`src/rtl/inst_prefetch_buffer_pkg.sv`:
```
// Shared types and constants for the instruction prefetch front end and its
// pipeline neighbours.
package inst_prefetch_buffer_pkg;

  typedef enum logic {
    RUN   = 1'b0,
    DRAIN = 1'b1
  } fetch_state_e;

  localparam int unsigned INST_BYTES = 4;

  // Bubble instruction (addi x0,x0,0) inserted by downstream stages on a stall.
  localparam logic [31:0] NOP_INST = 32'h0000_0013;

endpackage

```
`src/rtl/inst_prefetch_buffer_fifo.sv`:
```
// inst_fifo: synchronous DEPTH-entry FIFO with push, pop, clear, count, full and empty.
// Pointers carry one extra MSB so full and empty are told apart without a separate flag.
module inst_fifo
  import inst_prefetch_buffer_pkg::*;
#(
  parameter int DEPTH = 4,
  parameter int WIDTH = 96
) (
  input  logic                   clk,
  input  logic                   reset,
  input  logic                   push_i,
  input  logic [WIDTH-1:0]       push_data_i,
  input  logic                   pop_i,
  input  logic                   clear_i,
  output logic [WIDTH-1:0]       head_data_o,
  output logic [$clog2(DEPTH):0] count_o,
  output logic                   full_o,
  output logic                   empty_o
);

  localparam int AW = $clog2(DEPTH);

  logic [AW:0]      wr_ptr_q, wr_ptr_d;
  logic [AW:0]      rd_ptr_q, rd_ptr_d;
  logic [WIDTH-1:0] mem_q [DEPTH];
  logic             do_push;
  logic             do_pop;

  assign empty_o     = (wr_ptr_q == rd_ptr_q);
  assign full_o      = (wr_ptr_q[AW] != rd_ptr_q[AW]) &&
                       (wr_ptr_q[AW-1:0] == rd_ptr_q[AW-1:0]);
  assign count_o     = wr_ptr_q - rd_ptr_q;
  assign head_data_o = mem_q[rd_ptr_q[AW-1:0]];

  // A pop in the same cycle frees the slot, so a full FIFO may still accept a push.
  assign do_pop  = pop_i && !empty_o;
  assign do_push = push_i && (!full_o || do_pop);

  always_comb begin
    wr_ptr_d = wr_ptr_q;
    rd_ptr_d = rd_ptr_q;
    if (clear_i) begin
      wr_ptr_d = '0;
      rd_ptr_d = '0;
    end else begin
      if (do_push) wr_ptr_d = wr_ptr_q + (AW+1)'(1);
      if (do_pop)  rd_ptr_d = rd_ptr_q + (AW+1)'(1);
    end
  end

  always_ff @(posedge clk or posedge reset) begin
    if (reset) begin
      wr_ptr_q <= '0;
      rd_ptr_q <= '0;
    end else begin
      wr_ptr_q <= wr_ptr_d;
      rd_ptr_q <= rd_ptr_d;
    end
  end

  always_ff @(posedge clk) begin
    if (do_push && !clear_i) mem_q[wr_ptr_q[AW-1:0]] <= push_data_i;
  end

endmodule

```
`src/rtl/inst_prefetch_buffer.sv`:
```
// Instruction prefetch buffer: in-order word fetch into a small FIFO feeding IF/ID.
// Optional perf counters are built only when INST_PREFETCH_PERF_EN is defined.
module inst_prefetch_buffer
  import inst_prefetch_buffer_pkg::*;
#(
  parameter int              DEPTH    = 4,
  parameter int              PC_W     = 64,
  parameter int              INST_W   = 32,
  parameter logic [PC_W-1:0] RESET_PC = '0
) (
  input  logic              clk,
  input  logic              reset,
  output logic              imem_req_valid,
  output logic [PC_W-1:0]   imem_req_addr,
  input  logic              imem_req_ready,
  input  logic              imem_rsp_valid,
  input  logic [INST_W-1:0] imem_rsp_data,
  input  logic              redirect_valid,
  input  logic [PC_W-1:0]   redirect_pc,
  output logic              if_valid,
  output logic [INST_W-1:0] if_inst,
  output logic [PC_W-1:0]   if_pc,
  input  logic              if_ready,
  output logic [31:0]       perf_redirects,
  output logic [31:0]       perf_discards
);

  localparam int              AW           = $clog2(DEPTH);
  localparam int              EW           = PC_W + INST_W;
  localparam logic [AW+1:0]   CREDIT_LIMIT = (AW+2)'(DEPTH);
  localparam logic [PC_W-1:0] PC_STEP      = PC_W'(INST_BYTES);

  fetch_state_e    state_q, state_d;
  logic [PC_W-1:0] fetch_pc_q, fetch_pc_d;
  logic [AW:0]     outstanding_q, outstanding_d;
  logic [AW:0]     discard_q, discard_d;
  logic [PC_W-1:0] addr_mem_q [DEPTH];
  logic [AW-1:0]   addr_wr_q, addr_wr_d;
  logic [AW-1:0]   addr_rd_q, addr_rd_d;

  logic            fifo_push;
  logic            fifo_pop;
  logic            fifo_full;
  logic            fifo_empty;
  logic [AW:0]     fifo_count;
  logic [EW-1:0]   fifo_head;
  logic [AW+1:0]   credits_used;
  logic            req_fire;

  // Buffered plus in-flight words never exceed DEPTH, so every response has a slot.
  assign credits_used   = {1'b0, fifo_count} + {1'b0, outstanding_q};
  assign imem_req_valid = !reset && (state_q == RUN) && !redirect_valid &&
                          (credits_used < CREDIT_LIMIT);
  assign imem_req_addr  = fetch_pc_q;
  assign req_fire       = imem_req_valid && imem_req_ready;

  assign fifo_push = imem_rsp_valid && (state_q == RUN) && !redirect_valid;
  assign fifo_pop  = if_valid && if_ready && !redirect_valid;

  assign if_valid = !fifo_empty;
  assign if_inst  = fifo_empty ? '0 : fifo_head[INST_W-1:0];
  assign if_pc    = fifo_empty ? '0 : fifo_head[EW-1:INST_W];

  inst_fifo #(
    .DEPTH (DEPTH),
    .WIDTH (EW)
  ) u_fifo (
    .clk         (clk),
    .reset       (reset),
    .push_i      (fifo_push),
    .push_data_i ({addr_mem_q[addr_rd_q], imem_rsp_data}),
    .pop_i       (fifo_pop),
    .clear_i     (redirect_valid),
    .head_data_o (fifo_head),
    .count_o     (fifo_count),
    .full_o      (fifo_full),
    .empty_o     (fifo_empty)
  );

  always_comb begin
    state_d       = state_q;
    fetch_pc_d    = fetch_pc_q;
    discard_d     = discard_q;
    addr_wr_d     = addr_wr_q;
    addr_rd_d     = addr_rd_q;
    outstanding_d = outstanding_q + (AW+1)'(req_fire) - (AW+1)'(imem_rsp_valid);
    if (redirect_valid) begin
      // The response arriving with the redirect is dropped here, not counted later.
      fetch_pc_d = redirect_pc;
      discard_d  = outstanding_q - (AW+1)'(imem_rsp_valid);
      state_d    = (discard_d != '0) ? DRAIN : RUN;
      addr_rd_d  = addr_wr_q;
    end else begin
      if (req_fire) begin
        fetch_pc_d = fetch_pc_q + PC_STEP;
        addr_wr_d  = addr_wr_q + AW'(1);
      end
      if (fifo_push) addr_rd_d = addr_rd_q + AW'(1);
      if ((state_q == DRAIN) && imem_rsp_valid) begin
        discard_d = discard_q - (AW+1)'(1);
        if (discard_d == '0) state_d = RUN;
      end
    end
  end

  always_ff @(posedge clk or posedge reset) begin
    if (reset) begin
      state_q       <= RUN;
      fetch_pc_q    <= RESET_PC;
      outstanding_q <= '0;
      discard_q     <= '0;
      addr_wr_q     <= '0;
      addr_rd_q     <= '0;
    end else begin
      state_q       <= state_d;
      fetch_pc_q    <= fetch_pc_d;
      outstanding_q <= outstanding_d;
      discard_q     <= discard_d;
      addr_wr_q     <= addr_wr_d;
      addr_rd_q     <= addr_rd_d;
    end
  end

  // Address queue: the PC of each issued request, consumed as its response lands.
  always_ff @(posedge clk) begin
    if (req_fire) addr_mem_q[addr_wr_q] <= fetch_pc_q;
  end

  assert property (@(posedge clk) disable iff (reset)
                   !(fifo_push && fifo_full && !fifo_pop));

`ifdef INST_PREFETCH_PERF_EN
  logic [31:0]   perf_redirects_q;
  logic [31:0]   perf_discards_q;
  logic          rsp_drop;
  logic [AW+1:0] discard_inc;
  logic [32:0]   redirects_sum;
  logic [32:0]   discards_sum;

  // Flushed valid entries count as discards alongside dropped responses.
  assign rsp_drop      = imem_rsp_valid && !fifo_push;
  assign discard_inc   = (redirect_valid ? {1'b0, fifo_count} : '0) + (AW+2)'(rsp_drop);
  assign redirects_sum = {1'b0, perf_redirects_q} + 33'(redirect_valid);
  assign discards_sum  = {1'b0, perf_discards_q} + 33'(discard_inc);

  always_ff @(posedge clk or posedge reset) begin
    if (reset) begin
      perf_redirects_q <= '0;
      perf_discards_q  <= '0;
    end else begin
      perf_redirects_q <= redirects_sum[32] ? '1 : redirects_sum[31:0];
      perf_discards_q  <= discards_sum[32] ? '1 : discards_sum[31:0];
    end
  end

  assign perf_redirects = perf_redirects_q;
  assign perf_discards  = perf_discards_q;
`else
  assign perf_redirects = '0;
  assign perf_discards  = '0;
`endif

endmodule
```
`config.mk`:
```
export PLATFORM = sky130hd
export DESIGN_NAME = inst_prefetch_buffer
export DESIGN_NICKNAME = d
export VERILOG_FILES = /design/src/rtl/inst_prefetch_buffer_pkg.sv /design/src/rtl/inst_prefetch_buffer_fifo.sv /design/src/rtl/inst_prefetch_buffer.sv
export SDC_FILE = /design/constraint.sdc
export NUM_CORES = 1
export LEC_CHECK = 0
export BUFFER_PORTS_ARGS = -buffer_cell sky130_fd_sc_hd__buf_2
export CORE_MARGIN = 5
export CORE_UTILIZATION = 40
export DETAILED_ROUTE_END_ITERATION = 10
export GPL_ROUTABILITY_DRIVEN = 0
export PLACE_DENSITY_LB_ADDON = 0.3
export SLEW_MARGIN = 10
export SYNTH_ARGS = -nofsm -noshare
export SYNTH_HDL_FRONTEND = slang
export SYNTH_HIERARCHICAL = 1
export SYNTH_SLANG_ARGS = --single-unit
```
`constraint.sdc`:
```
create_clock -name clk -period 5.8 [get_ports clk]
set_clock_uncertainty 0.15 [all_clocks]
set_input_delay 0.87 -clock clk [delete_from_list [all_inputs] [get_ports clk]]
set_output_delay 0.87 -clock clk [all_outputs]
set_load 0.01 [all_outputs]
```
---- After elaboration in Yosys (flattened, before gate mapping) ----
Memory sizes are Yosys's and may differ from the RTL's.
Cells that the tools add are included.
word-level totals
  memories kept ........................... 2
  word-level logic and storage cells ...... 75
  bits of input ports ..................... 102
  ROM bits ................................ 0
  memory bits (writable) .................. 640
  output and inout port bits .............. 226
  register bits ........................... 81
  bits in latches ......................... 0
memories
  name          depth  width  read ports  clocked after Yosys merged registers in  wr ports  line                             text
  u_fifo.mem_q  4      96     1           0                                        1         inst_prefetch_buffer_fifo.sv:25  logic [WIDTH-1:0] mem_q [DEPTH];
  addr_mem_q    4      64     1           0                                        1         inst_prefetch_buffer.sv:37       logic [PC_W-1:0] addr_mem_q [DEPTH];
operators by class
  bitwise operators ....................... 2
  eq/ne operators ......................... 3
  reductions and logical operators ........ 28
  div/mod/pow operators ................... 0
  $add $sub $neg .......................... 11
  multiply operators ...................... 0
  mux-type cells .......................... 20
  $lt $le $gt $ge ......................... 1
  shift-type cells ........................ 0
operator list
  cell                     count
  $mux W64                 3
  $add A64 B3 Y64 const B  1
  $mux W32                 1
  $mux W3                  6
  $logic_and A1 B1 Y1      13
  $reduce_bool A2 Y1       6
  $mux W1                  8
  $add A3 B1 Y3 const B    2
  $sub A3 B1 Y3            2
  $add A2 B1 Y2 const B    2
  $add A3 B3 Y4            1
  $logic_not A1 Y1         4
  $lt A4 B3 Y1 const B     1
  $mux W2                  2
  $reduce_and A2 Y1        2
  $add A3 B1 Y3            1
  $eq A3 B3 Y1             1
  $logic_not A3 Y1         1
  $reduce_bool A3 Y1       1
  $sub A3 B1 Y3 const B    1
  $sub A3 B3 Y3            1
  $eq A2 B2 Y1             1
  $not A1 Y1               2
  $logic_or A1 B1 Y1       1
  $ne A1 B1 Y1             1

---- Longest topological paths before layout ----
  word-level depth ........................ 10
  mapped depth ............................ 17
  gate-level depth less buffers ........... 14

---- Cells and area by module ----
The synthesis kept the hierarchy.
modules (own cells, without submodules)
  module                instances  sequential area each (um^2)  area an instance (um^2)  cells an instance
  inst_prefetch_buffer  1          9564.2                       15103.2                  1053
  inst_fifo             1          11681.2                      14315.0                  556

---- Least setup slack after synthesis ----
OpenSTA, ideal clock, no wires.
  path type ............................... reg-to-reg
  from .................................... reg u_fifo.rd_ptr_q[1]
  to ...................................... mem u_fifo.mem_q[0][0] (enable)
  arrival ................................. 4.689 ns
  cell stages (with the launch flop) ...... 13
  required time ........................... 5.184 ns
  library setup time ...................... 0.466 ns
  setup slack ............................. 0.495 ns
  period minus slack after synthesis ...... 5.305 ns
  buffers on the path ..................... 4
  cell sequence ........................... dfrtp_1 buf_2 buf_2 buf_2 inv_1 ha_1 nand2_1 nor2_1 clkbuf_1 inv_1 and3_1 o31a_1 and3_1
on the way
  longest elaborated chain between the ends .. 10
  elaborated cells between the ends (all ways) .. 13
  classes of those cells .................. eq/ne: 2; mux: 2; reduce/logical: 9
RTL lines
  what                               line                             text
  start: declaration                 inst_prefetch_buffer_fifo.sv:24  logic [AW:0] rd_ptr_q, rd_ptr_d;
  start signal: assignment           inst_prefetch_buffer_fifo.sv:57  rd_ptr_q <= rd_ptr_d;
  $eq A3 B3 Y1                       inst_prefetch_buffer_fifo.sv:29  assign empty_o = (wr_ptr_q == rd_ptr_q);
  via fifo_empty                     inst_prefetch_buffer.sv:44       logic fifo_empty;
  $logic_not A1 Y1                   inst_prefetch_buffer.sv:60       assign if_valid = !fifo_empty;
  via if_valid                       inst_prefetch_buffer.sv:20       output logic if_valid,
  $logic_and A1 B1 Y1 (2 in series)  inst_prefetch_buffer.sv:58       assign fifo_pop = if_valid && if_ready && !redirect_valid;
  via fifo_pop                       inst_prefetch_buffer.sv:42       logic fifo_pop;
  $logic_and A1 B1 Y1                inst_prefetch_buffer_fifo.sv:36  assign do_pop = pop_i && !empty_o;
  $logic_or A1 B1 Y1                 inst_prefetch_buffer_fifo.sv:37  assign do_push = push_i && (!full_o || do_pop);
  $logic_and A1 B1 Y1                inst_prefetch_buffer_fifo.sv:37
  $logic_and A1 B1 Y1                inst_prefetch_buffer_fifo.sv:62  if (do_push && !clear_i) mem_q[wr_ptr_q[AW-1:0]] <= push_data_i;
  $mux W1                            inst_prefetch_buffer_fifo.sv:62
  $mux W1 (implied by the code)      inst_prefetch_buffer_fifo.sv:62
  end: declaration                   inst_prefetch_buffer_fifo.sv:25
The timed path passes the listed nets, and every way through them passes these cells.

---- Worst setup path in the final report ----
  from .................................... reg u_fifo.rd_ptr_q[1]
  to ...................................... out if_pc[10]
on the way
  longest elaborated chain between the ends .. 2
  elaborated cells between the ends (all ways) .. 3
  classes of those cells .................. eq/ne: 1; mux: 1; memory: 1
RTL lines
  what              line                             text
  $eq A3 B3 Y1      inst_prefetch_buffer_fifo.sv:29
  via fifo_empty    inst_prefetch_buffer.sv:44
  $mux W64          inst_prefetch_buffer.sv:62       assign if_pc = fifo_empty ? '0 : fifo_head[EW-1:INST_W];
  end: declaration  inst_prefetch_buffer.sv:22       output logic [PC_W-1:0] if_pc,
The timed path passes the listed nets, and every way through them passes these cells.

==> run_results.csv <==
group,metric,value,unit
grt,met2_usage,27.9,%
clocking,hold_buffers,0,
clocking,clkLatencyLatePin,0.62,ns
timing,rsz0062_at_grt,"false",
clocking,cts_tree,"built",
grt,gr-usage-met1,24.9,%
grt,grt_overflow_total,0,
timing,holdWs,0.110,ns
detailed_routing,vias,15624,
yosys,yosysWarnings,6,
die,dieWidth,281,um
yosys,synth_area,0.0294,sq mm
timing,setup_violations,0,
yosys,postSynthAreaPerCell,18.3,sq um
placed_design,io_buffers,263,
critical_path,worstReg2RegStart,"u_fifo/rd_ptr_q[1]$_DFFE_PP0P_",
critical_path,worstReg2RegEnd,"addr_mem_q[0][12]$_DFFE_PP_",
pwr,p_leak,11.7,nW
critical_path,crit_path_end_kind,"primary output",
clocking,clk_pin_slew,0.06,ns
grt,grtUsageTotal,17.5,%
detailed_routing,drt-initial-drc-count,1380,
timing,worst_slew_pin_slew,1.19,ns
detailed_routing,vias_per_cell,5.33,
finish,drive_gt1_share,30.3,%
critical_path,cp-start-kind,"flop",
detailed_routing,wl_per_cell,23.8,um
critical_path,path_class,"reg -> out",
die,fp-row-count,99,
detailed_routing,drc,0,
detailed_routing,final_antenna_net_count,0,
finish,syn_to_final_growth,16.4,%
detailed_routing,wl,69800,um
clocking,cts.path.max_buffers,3,
grt,grt_pass1_wl,104000,um
run,maxCapViolCount,0,
die,ios,328,
finish,final_nets,2019,
die,initial_core_util,40.3,%
clocking,clock_sinks,721,
critical_path,worst-r2r-cell-count,6,
clocking,post_cts.repair.setup_buffers,0,
grt,antenna_found_initial,19,
die,fp.dieArea,0.0791,sq mm
timing,max_freq,221,MHz
pwr,p_per_area,371,mW/mm^2
clocking,cts-root-buf,"clkbuf_16",
timing,hold_viol_final,0,
grt,use_met3,3.74,%
placed_design,place.detailed.hpwl,43800,um
worst_hold_path,hp-class,"in -> async",
die,core-area,0.0730,sq mm
critical_path,crit_arrival,3.50,ns
die,die_h,281,um
detailed_routing,first_pass_iters,5,
critical_path,worstPathMaxFanout,67,
pwr,vdd_drop_max,0.213,mV
timing,min_period,4.52,ns
clocking,cts_max_level,3,
clocking,cts_repair_resize_count,0,
grt,grt_max_degree,100,
clocking,cts_buffers,76,
finish,fill_cells,6216,
critical_path,r2r_setup_slack,1.64,ns
grt,grt_pass1_vias,16144,
timing,finalCritPeriodShare,78.0,%
yosys,synth_cells,1608,
timing,fin_setup_tns,0,ns
timing,maxSlewHeadroom,20.9,%
grt,top_usage_layer,"met2",
outcome,outcome,"completed",
timing,maxSlewViolCount,0,
critical_path,required,4.78,ns
worst max-delay path, cell delays in order (launching register included):
cell and delay [ns]:
dfrtp_4 0.75, inv_1 0.14, ha_1 0.30, nand2_1 0.15, nor2_4 0.13, buf_4 0.37
buf_4 0.66, nor2b_1 0.14, buf_2 0.18
worst max path at each step:
stage | end | from
6_report | if_pc[10] | u_fifo/rd_ptr_q[1]$_DFFE_PP0P_
5_1_grt | if_pc[12] | u_fifo/rd_ptr_q[1]$_DFFE_PP0P_
3_3_place_gp | addr_mem_q[3][5]$_DFFE_PP_ | u_fifo/rd_ptr_q[1]$_DFFE_PP0P_
2_1_floorplan | u_fifo/mem_q[0][0]$_DFFE_PP_ | u_fifo/rd_ptr_q[1]$_DFFE_PP0P_
4_1_cts | if_inst[28] | u_fifo/rd_ptr_q[1]$_DFFE_PP0P_
3_5_place_dp | addr_mem_q[1][27]$_DFFE_PP_ | u_fifo/rd_ptr_q[1]$_DFFE_PP0P_
state kept, by name, summed over array words and instances, names as in the netlist:
register / flops
addr_mem_q: 256
addr_rd_q: 2
addr_wr_q: 2
discard_q: 3
imem_req_addr: 64
outstanding_q: 3
state_q: 1
u_fifo/mem_q: 384
u_fifo/rd_ptr_q: 3
u_fifo/wr_ptr_q: 3
per-stage QoR:
step	util, %	area [sq um]	instances	setup WS [ns]	power, mW
3_3_place_gp	43.4	31600	2776	1.72	7.86
3_5_place_dp	43.4	31600	2776	1.65	7.92
5_1_grt	46.9	34200	2919	0.943	13.3
2_1_floorplan	-	29700	1671	0.517	7.34
6_report	46.9	34300	2930	1.28	12.7
4_1_cts	46.9	34200	2917	1.17	12.9
routing by layer:
metal	routed length (um)	up-vias	part of all wire, %
li1	-	6892	-
met1	29200	8130	42
met2	33600	503	48
met3	5570	91	8.0
met4	1330	8	1.9
met5	40	-	0.057
cells in the final DEF, fill, tap and decap left out, drive strengths merged, types with 26 or more instances in the layout:
master,instances
conb,64
inv,32
nand4,32
nand3,47
mux4,160
o211ai,30
nor2b,102
buf,286
nand2,91
nor2,29
clkinv,26
edfxtp,640
clkbuf,95
dfrtp,81
o21ai,26
final cells by class:
type                       instances  area [sq um]  share of cell area (%)
sequential                       721         21300                    62.1
clock buffer                      95          2050                    5.98
inverter                          30           114                   0.332
antenna                           13          32.5                  0.0950
tap                              959          1200                    3.50
timing repair buffer             286          1540                    4.50
clock inverter                    46           532                    1.55
multi-input combinational        780          7530                    22.0
report_power, final:
| group | internal [mW] | switching, mW |
|---|---|---|
| Clock | 2.97 | 1.98 |
| Sequential | 6.03 | 0.337 |
| Combinational | 0.628 | 0.769 |
Note: power is estimated with default switching activity, not from simulation.
